**config.mk**
```make
export PLATFORM = sky130hd
export DESIGN_NAME = cart_mem_responder
export DESIGN_NICKNAME = d
export VERILOG_FILES = /design/src/rtl/cart_mem_pkg.sv /design/src/rtl/cart_req_detect.sv /design/src/rtl/cart_mem_responder.sv
export SDC_FILE = /design/constraint.sdc
export NUM_CORES = 1
export LEC_CHECK = 0
export BUFFER_PORTS_ARGS = -buffer_cell sky130_fd_sc_hd__buf_2
export CORE_MARGIN = 2
export CORE_UTILIZATION = 55
export DETAILED_ROUTE_END_ITERATION = 10
export PLACE_DENSITY = 0.79
export SLEW_MARGIN = 20
export SYNTH_ARGS = -nofsm -noshare
export SYNTH_HDL_FRONTEND = slang
export SYNTH_SLANG_ARGS = --single-unit
```
**constraint.sdc**
```tcl
create_clock -name MCLK -period 4.35 [get_ports MCLK]
set_clock_uncertainty 0.05 [all_clocks]
set_input_delay 0.87 -clock MCLK [delete_from_list [all_inputs] [get_ports MCLK]]
set_output_delay 0.87 -clock MCLK [all_outputs]
set_load 0.1 [all_outputs]
```
**src/rtl/cart_mem_pkg.sv**
```systemverilog
// Shared types and helpers for the cartridge memory responder.
// Holds the FSM state encoding, BSRAM window default and byte-lane select.
package cart_mem_pkg;

    typedef enum logic [1:0] {
        IDLE,
        ROM_RD,
        RAM_RD,
        RAM_WR
    } state_t;

    localparam logic [24:0] BSRAM_BASE_DEF = 25'h1F00000;

    // Pick the addressed byte out of a 16-bit memory word.
    function automatic logic [7:0] lane_sel(
        input logic        a0,
        input logic [15:0] word
    );
        return a0 ? word[15:8] : word[7:0];
    endfunction

endpackage

```
**src/rtl/cart_req_detect.sv**
```systemverilog
// Bus event detector: registers previous address and strobes and
// emits one-cycle pulses when a new read or write access appears.
module cart_req_detect
    import cart_mem_pkg::*;
#(
    parameter int AW = 24
) (
    input  logic          clk,
    input  logic          rst_n,
    input  logic [AW-1:0] addr,
    input  logic          ce_n,
    input  logic          oe_n,
    input  logic          we_n,
    output logic          rd_new,
    output logic          wr_new
);

    logic [AW-1:0] addr_q;
    logic [AW-1:0] addr_d;
    logic          ce_n_q;
    logic          ce_n_d;
    logic          oe_n_q;
    logic          oe_n_d;
    logic          we_n_q;
    logic          we_n_d;

    logic          rd_act;
    logic          rd_prev;
    logic          wr_act;
    logic          wr_prev;
    logic          addr_chg;

    // Compare the live bus with last cycle's snapshot.
    always_comb begin
        addr_d   = addr;
        ce_n_d   = ce_n;
        oe_n_d   = oe_n;
        we_n_d   = we_n;
        rd_act   = !ce_n && !oe_n;
        rd_prev  = !ce_n_q && !oe_n_q;
        wr_act   = !ce_n && !we_n;
        wr_prev  = !ce_n_q && !we_n_q;
        addr_chg = (addr != addr_q);
        rd_new   = rd_act && (!rd_prev || addr_chg);
        wr_new   = wr_act && (!wr_prev || addr_chg);
    end

    // Snapshot of the bus; strobes come out of reset inactive.
    always_ff @(posedge clk or negedge rst_n) begin
        if (!rst_n) begin
            addr_q <= '0;
            ce_n_q <= 1'b1;
            oe_n_q <= 1'b1;
            we_n_q <= 1'b1;
        end else begin
            addr_q <= addr_d;
            ce_n_q <= ce_n_d;
            oe_n_q <= oe_n_d;
            we_n_q <= we_n_d;
        end
    end

endmodule

```
**src/rtl/cart_mem_responder.sv**
```systemverilog
// Cartridge ROM/BSRAM responder on a shared 16-bit req/ack memory port.
// Keeps a one-word ROM hit register so repeated fetches need no access.
module cart_mem_responder
    import cart_mem_pkg::*;
#(
    parameter int                MEM_AW     = 25,
    parameter logic [MEM_AW-1:0] BSRAM_BASE = MEM_AW'(BSRAM_BASE_DEF),
    parameter int                ROM_AW     = 24,
    parameter int                BSRAM_AW   = 20
) (
    input  logic                MCLK,
    input  logic                RESET_N,
    input  logic [ROM_AW-1:0]   ROM_ADDR,
    input  logic                ROM_CE_N,
    input  logic                ROM_OE_N,
    input  logic                ROM_WORD,
    output logic [15:0]         ROM_Q,
    input  logic [BSRAM_AW-1:0] BSRAM_ADDR,
    input  logic [7:0]          BSRAM_D,
    input  logic                BSRAM_CE_N,
    input  logic                BSRAM_OE_N,
    input  logic                BSRAM_WE_N,
    output logic [7:0]          BSRAM_Q,
    output logic                mem_req,
    output logic                mem_we,
    output logic [MEM_AW-1:0]   mem_addr,
    output logic [1:0]          mem_be,
    output logic [15:0]         mem_wdata,
    input  logic [15:0]         mem_rdata,
    input  logic                mem_ack,
    output logic                busy
);

    state_t              state_q;
    state_t              state_d;
    logic                req_q;
    logic                req_d;
    logic                we_q;
    logic                we_d;
    logic [MEM_AW-1:0]   addr_q;
    logic [MEM_AW-1:0]   addr_d;
    logic [1:0]          be_q;
    logic [1:0]          be_d;
    logic [15:0]         wdata_q;
    logic [15:0]         wdata_d;
    logic [15:0]         rom_data_q;
    logic [15:0]         rom_data_d;
    logic [7:0]          ram_data_q;
    logic [7:0]          ram_data_d;
    logic [15:0]         hit_q;
    logic [15:0]         hit_d;
    logic [ROM_AW-2:0]   tag_q;
    logic [ROM_AW-2:0]   tag_d;
    logic                tag_vld_q;
    logic                tag_vld_d;
    logic [ROM_AW-2:0]   cap_tag_q;
    logic [ROM_AW-2:0]   cap_tag_d;
    logic                rom_lo_q;
    logic                rom_lo_d;
    logic                rom_word_q;
    logic                rom_word_d;
    logic                ram_lo_q;
    logic                ram_lo_d;
    logic                rom_pend_q;
    logic                rom_pend_d;
    logic                rd_pend_q;
    logic                rd_pend_d;
    logic                wr_pend_q;
    logic                wr_pend_d;

    logic                rom_rd_new;
    logic                rom_wr_new;
    logic                ram_rd_new;
    logic                ram_wr_new;
    logic                rom_on;
    logic                rom_match;
    logic                rom_hit;
    logic                rom_miss;
    logic                rom_set;
    logic                rom_clr;
    logic                rd_clr;
    logic                wr_clr;
    logic [MEM_AW-1:0]   rom_ext;
    logic [MEM_AW-1:0]   ram_ext;
    logic [7:0]          hit_byte;
    logic [7:0]          rom_rd_byte;
    logic [7:0]          ram_rd_byte;

    cart_req_detect #(
        .AW (ROM_AW)
    ) u_rom_det (
        .clk    (MCLK),
        .rst_n  (RESET_N),
        .addr   (ROM_ADDR),
        .ce_n   (ROM_CE_N),
        .oe_n   (ROM_OE_N),
        .we_n   (1'b1),
        .rd_new (rom_rd_new),
        .wr_new (rom_wr_new)
    );

    cart_req_detect #(
        .AW (BSRAM_AW)
    ) u_ram_det (
        .clk    (MCLK),
        .rst_n  (RESET_N),
        .addr   (BSRAM_ADDR),
        .ce_n   (BSRAM_CE_N),
        .oe_n   (BSRAM_OE_N),
        .we_n   (BSRAM_WE_N),
        .rd_new (ram_rd_new),
        .wr_new (ram_wr_new)
    );

    assign rom_on      = !ROM_CE_N && !ROM_OE_N;
    assign rom_match   = tag_vld_q && (ROM_ADDR[ROM_AW-1:1] == tag_q);
    assign rom_hit     = rom_on && rom_match;
    assign rom_miss    = rom_on && !rom_match;
    assign rom_ext     = MEM_AW'({ROM_ADDR[ROM_AW-1:1], 1'b0});
    assign ram_ext     = BSRAM_BASE + MEM_AW'(BSRAM_ADDR);
    assign hit_byte    = lane_sel(ROM_ADDR[0], hit_q);
    assign rom_rd_byte = lane_sel(rom_lo_q, mem_rdata);
    assign ram_rd_byte = lane_sel(ram_lo_q, mem_rdata);

    // While a ROM read is in flight the old tag still mismatches, so only a
    // fresh bus event may re-arm the ROM flag then.
    assign rom_set = rom_miss
                   && ((state_q != ROM_RD) || rom_rd_new || rom_wr_new);

    // Sticky pending flags; BSRAM events win over a same-cycle clear so
    // none is lost, the level-derived ROM flag lets the clear win.
    always_comb begin
        wr_pend_d  = (wr_pend_q && !wr_clr) || ram_wr_new;
        rd_pend_d  = (rd_pend_q && !rd_clr) || ram_rd_new;
        rom_pend_d = (rom_pend_q || rom_set) && !rom_clr;
    end

    // Arbitration, request launch and response capture.
    always_comb begin
        state_d    = state_q;
        req_d      = req_q;
        we_d       = we_q;
        addr_d     = addr_q;
        be_d       = be_q;
        wdata_d    = wdata_q;
        rom_data_d = rom_data_q;
        ram_data_d = ram_data_q;
        hit_d      = hit_q;
        tag_d      = tag_q;
        tag_vld_d  = tag_vld_q;
        cap_tag_d  = cap_tag_q;
        rom_lo_d   = rom_lo_q;
        rom_word_d = rom_word_q;
        ram_lo_d   = ram_lo_q;
        rom_clr    = 1'b0;
        rd_clr     = 1'b0;
        wr_clr     = 1'b0;

        if (rom_hit) begin
            rom_data_d = ROM_WORD ? hit_q : {hit_byte, hit_byte};
        end

        unique case (state_q)
            IDLE: begin
                if (wr_pend_q) begin
                    state_d = RAM_WR;
                    req_d   = 1'b1;
                    we_d    = 1'b1;
                    addr_d  = ram_ext;
                    be_d    = BSRAM_ADDR[0] ? 2'b10 : 2'b01;
                    wdata_d = {BSRAM_D, BSRAM_D};
                    wr_clr  = 1'b1;
                end else if (rom_pend_q) begin
                    state_d    = ROM_RD;
                    req_d      = 1'b1;
                    we_d       = 1'b0;
                    addr_d     = rom_ext;
                    be_d       = 2'b11;
                    cap_tag_d  = ROM_ADDR[ROM_AW-1:1];
                    rom_lo_d   = ROM_ADDR[0];
                    rom_word_d = ROM_WORD;
                    rom_clr    = 1'b1;
                end else if (rd_pend_q) begin
                    state_d  = RAM_RD;
                    req_d    = 1'b1;
                    we_d     = 1'b0;
                    addr_d   = ram_ext;
                    be_d     = 2'b11;
                    ram_lo_d = BSRAM_ADDR[0];
                    rd_clr   = 1'b1;
                end
            end
            ROM_RD: begin
                if (mem_ack) begin
                    state_d    = IDLE;
                    req_d      = 1'b0;
                    hit_d      = mem_rdata;
                    tag_d      = cap_tag_q;
                    tag_vld_d  = 1'b1;
                    rom_data_d = rom_word_q ? mem_rdata
                                            : {rom_rd_byte, rom_rd_byte};
                end
            end
            RAM_RD: begin
                if (mem_ack) begin
                    state_d    = IDLE;
                    req_d      = 1'b0;
                    ram_data_d = ram_rd_byte;
                end
            end
            RAM_WR: begin
                if (mem_ack) begin
                    state_d = IDLE;
                    req_d   = 1'b0;
                end
            end
            default: begin
                state_d = IDLE;
                req_d   = 1'b0;
            end
        endcase
    end

    // State, request bundle, hit register and pending flags.
    always_ff @(posedge MCLK or negedge RESET_N) begin
        if (!RESET_N) begin
            state_q    <= IDLE;
            req_q      <= 1'b0;
            we_q       <= 1'b0;
            addr_q     <= '0;
            be_q       <= 2'b00;
            wdata_q    <= '0;
            rom_data_q <= '0;
            ram_data_q <= '0;
            hit_q      <= '0;
            tag_q      <= '0;
            tag_vld_q  <= 1'b0;
            cap_tag_q  <= '0;
            rom_lo_q   <= 1'b0;
            rom_word_q <= 1'b0;
            ram_lo_q   <= 1'b0;
            rom_pend_q <= 1'b0;
            rd_pend_q  <= 1'b0;
            wr_pend_q  <= 1'b0;
        end else begin
            state_q    <= state_d;
            req_q      <= req_d;
            we_q       <= we_d;
            addr_q     <= addr_d;
            be_q       <= be_d;
            wdata_q    <= wdata_d;
            rom_data_q <= rom_data_d;
            ram_data_q <= ram_data_d;
            hit_q      <= hit_d;
            tag_q      <= tag_d;
            tag_vld_q  <= tag_vld_d;
            cap_tag_q  <= cap_tag_d;
            rom_lo_q   <= rom_lo_d;
            rom_word_q <= rom_word_d;
            ram_lo_q   <= ram_lo_d;
            rom_pend_q <= rom_pend_d;
            rd_pend_q  <= rd_pend_d;
            wr_pend_q  <= wr_pend_d;
        end
    end

    assign ROM_Q     = rom_data_q;
    assign BSRAM_Q   = ram_data_q;
    assign mem_req   = req_q;
    assign mem_we    = we_q;
    assign mem_addr  = addr_q;
    assign mem_be    = be_q;
    assign mem_wdata = wdata_q;
    assign busy      = (state_q != IDLE);

endmodule

```
==> metrics.md <==
| Metric | Value |
|---|---|
| Die height | `124 um` |
| Run status | `complete, no violations` |
| Worst reg2reg endpoint | `ROM_Q[7]` |
| Final RePlAce weighted congestion | `0.885` |
| Yosys warns | `0` |
| Final count of hold timing violations | `0` |
| Rows | `43` |
| Initial antenna violation count | `0` |
| Count leader, synth | `dfrtp_1` |
| RSZ-0062 raised after global routing | `false` |
| First-pass GRT wire length | `30400 um` |
| Register bit total from synthesis | `181` |
| Hold Crit Depth | `2` |
| Fmax | `359 MHz` |
| Ports | `147` |
| Max Cap Violations | `0` |
| Post-layout min period | `2780 ps` |
| Crit-path max FO | `17` |
| Synth Area per Inst | `11.3 sq um` |
| Layout Nets | `899` |
| Avg Vias per Cell | `5.88` |
| PostCTS Resize Cnt | `0` |
| Worst Hold Class | `reg2reg` |
| Root Buffer | `clkbuf_16` |
| Final setup violation count | `0` |
| Core Region | `13900 sq um` |
| Vias in the first global route | `5808` |
| R2R Setup Slk | `1730 ps` |
| Remaining global-route overflow | `0` |
| Clock buffer depth | `2` |
| Worst endpoint required time | `4560 ps` |
| Cells after synthesis | `693` |
| Predominant post-synthesis flop cell | `dfrtp_1` |
| CP Capture Type | `flop` |
| DRC | `0` |
| Setup TNS | `0 ps` |
| Clk_lat worst skew | `440 ps` |
| Final Cycle Share | `0.640` |
| Setup Fix Bufs, Post-CTS | `0` |
| Final slew viol count | `0` |
| Worst hold start | `cap_tag_q[8]` |
| TritonCTS sink count | `181` |
| All-Layer GR Usage | `0.265` |
| Largest net degree at the start of global routing | `105` |
| Post-Route WL | `19500 um` |
| # diodes | `0` |
| R2R Path Start | `tag_q[11]` |
| Crit path DAT | `3000 ps` |
| Die ar. | `15300 sq um` |
| Share of the synthesized area in the top cell type | `0.560` |
| Slew HR | `0.268` |
| R2R depth | `5` |
| Critical path class | `in2reg` |
| Async SR Flop Fraction | `1.00` |
| Cell variety after synth | `38` |
| CTS tree | `done` |
| Die Width | `124 um` |
| Setup crit start kind | `input pin` |
| Biggest area consumer among synthesized cells | `dfrtp_1` |
| Dpl hpwl | `13300 um` |
| Layout cell share with drive strength beyond 1 | `0.311` |
| # H-tree levels | `4` |
| # hold bufs at CTS | `0` |
| DR pass1 iterations | `5` |
| WHS Endpoint | `cap_tag_q[8]` |
| Starting Density | `0.564` |
| Initial drt markers | `503` |
| WL/cell | `19.2 um` |
| Area growth syn-to-layout | `17.6%` |
| CTS Buf Count | `17` |
| Syn nets | `770` |
| Top cell types by occurrence after synthesis | `dfrtp_1, nand2_1, mux2_2` |
| Worst slew pin tran | `1100 ps` |
| Area contributors post-synth | `dfrtp_1, mux2_2, nand2_1` |
| Final ANT Viol Nets | `0` |
| Register area share after synthesis | `0.577` |
| Clk pin slew, worst setup/hold paths | `70 ps` |
| Cell Area, Synth | `7860 sq um` |
| Number of flops mapped to enable cells by yosys | `0` |
| FILL cells | `1006` |
| Vias | `5966` |
| # port buffers | `146` |
## final cells by class
cell class | instances | area [sq um] | share of cell area
Clock buffer | 18 | 439 | 0.0475
Tap cell | 180 | 225 | 0.0244
Inverter | 4 | 15.0 | 0.00162
Sequential cell | 181 | 4540 | 0.491
Timing Repair Buffer | 154 | 797 | 0.0862
Clock inverter | 14 | 140 | 0.0152
Multi-Input combinational cell | 464 | 3090 | 0.335
## flip-flops by register name, summed over array words and instances (netlist names), 2 cells and up
| register | cells |
|---|---|
| BSRAM_Q | 8 |
| mem_be | 2 |
| cap_tag_q | 23 |
| state_q | 2 |
| tag_q | 23 |
| ROM_Q | 16 |
| hit_q | 16 |
| mem_wdata | 8 |
| u_ram_det.addr_q | 20 |
| mem_addr | 25 |
| u_rom_det.addr_q | 24 |
## how the worst max path moves through the flow
stage	start	endpoint	cells after the start	slack [ps]
finish	ROM_ADDR[8]	ROM_Q[7]	6	1570
global route	ROM_ADDR[8]	ROM_Q[7]	6	1520
CTS	ROM_ADDR[8]	ROM_Q[7]	6	1590
detailed placement	ROM_ADDR[8]	ROM_Q[7]	6	1230
global placement	ROM_ADDR[1]	ROM_Q[3]	6	1270
floorplan	ROM_ADDR[1]	ROM_Q[0]	7	1780
## worst max-delay path, stage by stage
cell and delay (ps):
buf_2 150, xnor2_1 180, nand4_1 280, or4_1 920, o41ai_2 440, o22ai_1 140
## per-layer routing
layer,vias to the layer above,track usage,wire length (um),share of wire
li1,2663,-,-,-
met1,3005,0.348,8140,0.42
met2,264,0.436,9730,0.50
met3,34,0.0623,1340,0.069
met4,0,0.0874,284,0.015
met5,-,0,0,0
## stage by stage
stage,hold WS [ps],area (sq um),std cells,util,setup WS [ps]
final,418,9250,1015,0.663,1570
after floorplan,384,7860,693,-,1780
after global placement,399,8660,983,0.622,1270
after detailed placement,409,8660,983,0.622,1230
after global routing,439,9250,1015,0.663,1520
after CTS,426,9240,1015,0.663,1590
## layout by cell type, fill, tap and decap left out, drive strengths merged, types with 18 or more instances in the layout
cell type  count
xnor2         19
nor2          31
clkbuf        18
o21ai         18
mux2          55
dfrtp        176
nand2        141
buf          154
nor4          19
a31oi         27
xor2          48
## logic make-up after synthesis
group           Yosys count  synth area share
flops                   181             0.577
mux                      71            0.0991
xor+xnor                 67            0.0746
simple gates            228             0.128
compound gates           98            0.0907
buf+inv                  48            0.0310
Power is left out: the tool's default activity adds up to more than one toggle a clock period on the data nets, which glitch-free logic cannot reach.
